$ cat config.mk
export PLATFORM = sky130hd
export DESIGN_NAME = if_fetch_unit
export DESIGN_NICKNAME = d
export VERILOG_FILES = /design/src/rtl/if_fetch_unit.sv
export SDC_FILE = /design/constraint.sdc
export NUM_CORES = 1
export LEC_CHECK = 0
export CAP_MARGIN = 20
export CORE_MARGIN = 4
export CORE_UTILIZATION = 58
export DETAILED_ROUTE_END_ITERATION = 8
export DONT_BUFFER_PORTS = 1
export PLACE_DENSITY = 0.76
export SYNTH_ARGS = -nofsm -noshare
export SYNTH_HDL_FRONTEND = slang
export SYNTH_SLANG_ARGS = --single-unit
$ cat constraint.sdc
create_clock -name clk -period 2 [get_ports clk]
set_input_delay 0.4 -clock clk [delete_from_list [all_inputs] [get_ports clk]]
set_output_delay 0.4 -clock clk [all_outputs]
set_load 0.01 [all_outputs]
$ cat src/rtl/if_fetch_unit.sv
// rtl/if_fetch_unit.sv - instruction fetch: fetch PC, imem request handshake, IF/ID register
module if_fetch_unit #(
    parameter logic [31:0] RESET_PC  = 32'h0000_0000,
    parameter logic [31:0] NOP_INSTR = 32'h0000_0013
) (
    input  logic        clk,
    input  logic        rst,
    input  logic        stall_if,
    input  logic        redirect_valid,
    input  logic [31:0] redirect_pc,
    output logic        imem_req,
    output logic [31:0] imem_addr,
    input  logic        imem_ack,
    input  logic [31:0] imem_rdata,
    output logic [31:0] pc_o,
    output logic        ifid_valid,
    output logic [31:0] ifid_pc,
    output logic [31:0] ifid_pcplus4,
    output logic [31:0] ifid_instr
);

    typedef enum logic [1:0] {IDLE, REQ, HOLD, DISCARD} state_t;

    state_t      state, state_n;
    logic [31:0] pc, pc_n, addr_n, pc_inc;
    logic [31:0] hold_pc, hold_pc_n, hold_instr, hold_instr_n;
    logic        valid_n;
    logic [31:0] ipc_n, ip4_n, iin_n;

    assign pc_inc   = pc + 32'd4;
    assign pc_o     = pc;
    assign imem_req = (state == REQ) || (state == DISCARD);

    always_ff @(posedge clk) begin
        if (rst) begin
            state        <= IDLE;
            pc           <= RESET_PC;
            imem_addr    <= RESET_PC;
            hold_pc      <= 32'd0;
            hold_instr   <= 32'd0;
            ifid_valid   <= 1'b0;
            ifid_pc      <= 32'd0;
            ifid_pcplus4 <= 32'd0;
            ifid_instr   <= NOP_INSTR;
        end else begin
            state        <= state_n;
            pc           <= pc_n;
            imem_addr    <= addr_n;
            hold_pc      <= hold_pc_n;
            hold_instr   <= hold_instr_n;
            ifid_valid   <= valid_n;
            ifid_pc      <= ipc_n;
            ifid_pcplus4 <= ip4_n;
            ifid_instr   <= iin_n;
        end
    end

    always_comb begin
        state_n      = state;
        pc_n         = pc;
        addr_n       = imem_addr;
        hold_pc_n    = hold_pc;
        hold_instr_n = hold_instr;
        valid_n      = ifid_valid;
        ipc_n        = ifid_pc;
        ip4_n        = ifid_pcplus4;
        iin_n        = ifid_instr;
        case (state)
            IDLE: begin
                state_n = REQ;
                if (redirect_valid) begin
                    pc_n    = redirect_pc;
                    addr_n  = redirect_pc;
                    valid_n = 1'b0;
                end else begin
                    addr_n = pc;
                end
            end
            REQ: begin
                // In REQ the pc register always equals imem_addr.
                if (imem_ack) begin
                    if (redirect_valid) begin
                        pc_n    = redirect_pc;
                        addr_n  = redirect_pc;
                        valid_n = 1'b0;
                    end else if (stall_if) begin
                        hold_pc_n    = pc;
                        hold_instr_n = imem_rdata;
                        state_n      = HOLD;
                    end else begin
                        valid_n = 1'b1;
                        ipc_n   = pc;
                        ip4_n   = pc_inc;
                        iin_n   = imem_rdata;
                        pc_n    = pc_inc;
                        addr_n  = pc_inc;
                    end
                end else if (redirect_valid) begin
                    pc_n    = redirect_pc;
                    valid_n = 1'b0;
                    state_n = DISCARD;
                end else if (!stall_if) begin
                    valid_n = 1'b0;
                end
            end
            HOLD: begin
                if (redirect_valid) begin
                    pc_n    = redirect_pc;
                    addr_n  = redirect_pc;
                    valid_n = 1'b0;
                    state_n = REQ;
                end else if (!stall_if) begin
                    valid_n = 1'b1;
                    ipc_n   = hold_pc;
                    ip4_n   = hold_pc + 32'd4;
                    iin_n   = hold_instr;
                    pc_n    = pc_inc;
                    addr_n  = pc_inc;
                    state_n = REQ;
                end
            end
            DISCARD: begin
                // Old request must complete; its data is never used.
                if (redirect_valid)
                    pc_n = redirect_pc;
                if (imem_ack) begin
                    addr_n  = redirect_valid ? redirect_pc : pc;
                    state_n = REQ;
                end
                if (!stall_if || redirect_valid)
                    valid_n = 1'b0;
            end
            default: state_n = IDLE;
        endcase
        if (!valid_n)
            iin_n = NOP_INSTR;
    end

endmodule
==> results.sh <==
export IMPL_outcome="finished with violations"
export IMPL_failed_checks="hold timing, setup timing"
export IMPL_drt_iter0_markers=1426
export IMPL_cts_tree="done"
export IMPL_setup_ws_ps=-26.62
export IMPL_track_usage=0.3452
export IMPL_synth_seq_area_share=0.3845
export IMPL_synth_warnings=0
export IMPL_antenna_found_initial=0
export IMPL_synthTopCellsByArea="dfxtp_1 38%, nand2_1 7.0%, mux2i_1 6.4%, a21oi_1 4.9%, nor2_1 4.3%"
export IMPL_dr_pass1_iters=7
export IMPL_power_density_mw_per_mm2=811.8
export IMPL_swShare=0.2958
export IMPL_cp_max_fo=6
export IMPL_antenna_left=0
export IMPL_rows=51
export IMPL_pwr_share_clk=0.387
export IMPL_die_h_um=150.1
export IMPL_arrival_ps=2470
export IMPL_fmax_mhz=493.4
export IMPL_seq_power_share=0.409
export IMPL_power_switching_mw=3.587
export IMPL_cts_buffers=24
export IMPL_finalCritPeriodShare=1.013
export IMPL_yosysTopAreaCell="dfxtp_1"
export IMPL_use_met1=0.4763
export IMPL_whs_ps=-48.71
export IMPL_gp_congestion=0.9605
export IMPL_relSlewSlack=0.6657
export IMPL_syn2layout_area_growth_pct=27.53
export IMPL_drv_cap=0
export IMPL_synth_most_common_cell="dfxtp_1"
export IMPL_drive_gt1_frac=0.2590
export IMPL_nNetsFinal=1632
export IMPL_use_met2=0.5319
export IMPL_synth_edf_count=0
export IMPL_ys_seq_elements=225
export IMPL_final_hold_viol_count=29
export IMPL_finalMaxSlewViolations=0
export IMPL_post_route_util=0.7601
export IMPL_postCtsHoldBufs=1
export IMPL_path_class="flop to flop"
export IMPL_dieArea_mm2=0.02253
export IMPL_min_period_ps=2027
export IMPL_clock_sinks=225
export IMPL_dp_final_hpwl_mm=28.22
export IMPL_dpl_cell_area_mm2=0.01310
export IMPL_design_area_mm2=0.01494
export IMPL_yosysTopAreaCellShare=0.3845
export IMPL_wl_per_cell_um=23.18
export IMPL_globalRoute_busiestLayer="met2"
export IMPL_syn_mean_instance_area_um2=8.034
export IMPL_cp_end_kind="flop"
export IMPL_io_buffers=0
export IMPL_async_flop_share=0
export IMPL_synth_flop_cell="dfxtp_1"
export IMPL_drc_errors=0
export IMPL_rsz0062_at_grt="yes"
export IMPL_synthTopCellsByCount="225 x dfxtp_1, 219 x nand2_1, 134 x nor2_1"
export IMPL_n_antenna_cell=0
export IMPL_vias_per_cell=6.572
export IMPL_grtUsageMet3=0.09181
export IMPL_synth_fp_nets=1533
export IMPL_syn_area_mm2=0.01171
export IMPL_grt_max_degree=154
export IMPL_grt_overflow_total=0
export IMPL_core_area_mm2=0.01965
export IMPL_grt_pass1_vias=11006
export IMPL_crit_required_ps=2450
export IMPL_cts_max_level=1
export IMPL_cts_root_buf="clkbuf_16"
export IMPL_clk_latency_ps=530
export IMPL_leakage_nw=5.182
export IMPL_grt_pass1_wl_mm=62.19
export IMPL_ir_drop_mv=0.7394
export IMPL_vias=12092
export IMPL_clockBufferDepth=3
export IMPL_totalPowerFinal_mw=12.13
export IMPL_pin_count=231
export IMPL_setup_viol=2
export IMPL_postSynthCellCount=1458
export IMPL_die_w_um=150.1
export IMPL_hp_class="input port to flop"
export IMPL_worst_slew_pin_slew_ps=500.8
export IMPL_p_int_mw=8.539
export IMPL_start_kind="flop"
export IMPL_skew_ps=12.74
export IMPL_pwr_share_comb=0.204
export IMPL_wl_mm=42.65
export IMPL_start_util=0.5960
export IMPL_synth_cell_type_count=79
export IMPL_clkTransAtPathRegs_ps=60
-- critical path, stage by stage (launching register included) --
cell and delay, ps:
dfxtp_2 340, buf_6 110, ha_4 140, buf_6 120, mux2i_4 250, buf_6 130
nor3_4 30, buf_6 140, clkbuf_16 180, buf_12 130, clkbuf_16 150, a211oi_2 200
-- cells in the final DEF, fill, tap and decap left out, types with 7 or more instances in the layout --
cell type / netlist / routed
nor2_1: 134 / 120
o31a_1: 15 / 15
nor3_1: 45 / 39
o32ai_1: 12 / 12
nand3_1: 50 / 48
mux2i_1: 75 / 74
nor4_2: 5 / 14
xnor2_1: 26 / 26
buf_12: 0 / 15
o211ai_1: 11 / 11
o21ai_1: 1 / 8
nand2b_1: 8 / 8
and4_1: 13 / 10
or3_1: 9 / 7
nor4_1: 23 / 14
nand4_1: 20 / 20
buf_4: 8 / 170
a211oi_2: 0 / 27
a21oi_2: 2 / 7
dfxtp_2: 0 / 12
nor2_2: 0 / 13
nand2_1: 219 / 218
a21oi_1: 114 / 107
and3_1: 12 / 9
xor2_1: 12 / 12
a31oi_1: 18 / 18
a22oi_1: 9 / 7
a211oi_1: 64 / 35
a311o_1: 8 / 8
buf_6: 1 / 18
inv_1: 15 / 12
o21ai_0: 46 / 37
clkbuf_16: 0 / 31
dfxtp_1: 225 / 213
-- cell families after synthesis --
group	share of synthesized area
buffers and inverters	0.05885
muxes	0.07082
DFF	0.3845
and+or+nand+nor	0.2349
adders and majority gates	0.006409
xor gates and xnor gates	0.02841
AOI/OAI and AO/OA	0.2161
-- layer usage --
layer / part of all wire / routed length (um) / up-vias
met1: 0.39 / 16720 / 5748
met4: 0.030 / 1284 / 0
met5: 0 / 0 / -
li1: - / - / 5500
met3: 0.12 / 5102 / 113
met2: 0.46 / 19540 / 731
-- flip-flops by register name, summed over array words and instances (netlist names) --
register      count
ifid_pc          32
state             2
imem_addr        32
pc_o             32
ifid_instr       32
hold_pc          32
ifid_valid        1
ifid_pcplus4     30
hold_instr       32
-- through the flow --
step / setup TNS, ps / instances / setup WS, ps / hold WS (ps)
5_1_grt: -1628 / 1840 / -93.74 / -63.05
4_1_cts: -43.99 / 1819 / -21.36 / -67.04
3_3_place_gp: -518.0 / 1770 / -121.0 / 434.7
6_report: -51.41 / 1840 / -26.62 / -48.71
2_1_floorplan: -864.2 / 1458 / -29.98 / 436.0
3_5_place_dp: -3398 / 1770 / -195.2 / 440.6
-- final timing paths --
path,startpoint,endpoint,slack (ps),cells after the start
worst max register to register,state[0],ifid_pc[24],-30,11
worst min-delay path,rst,hold_instr[2],-50,1
worst max-delay path,state[0],ifid_pc[24],-30,11
worst min register to register,hold_instr[31],hold_instr[31],450,2
-- area by class of cell --
cell class	instances	area (um^2)
Tap cell	265	331.6
Inverter	17	66.31
Clock inverter	11	145.1
Timing Repair Buffer	216	2077
Sequential cell	225	4519
Fill cell	1469	4716
Clock buffer	33	684.4
Multi-Input combinational cell	1073	7114
-- repair_timing --
item	CTS	global route
hold endpoints to repair	142	95
pin swaps	7	51
setup endpoints to repair	96	126
resized for setup	32	124
buffers inserted	2	12
gates cloned	2	9
-- power by group through the flow --
stage | logic, mW | clock network [mW] | registers (mW)
floorplan | 1.31 | 0 | 5.00
global placement | 2.04 | 0 | 5.04
detailed placement | 2.07 | 0 | 5.04
CTS | 2.17 | 4.71 | 4.95
global route | 2.60 | 4.90 | 4.98
finish | 2.47 | 4.70 | 4.96
Power figures use the tool's default switching activity.
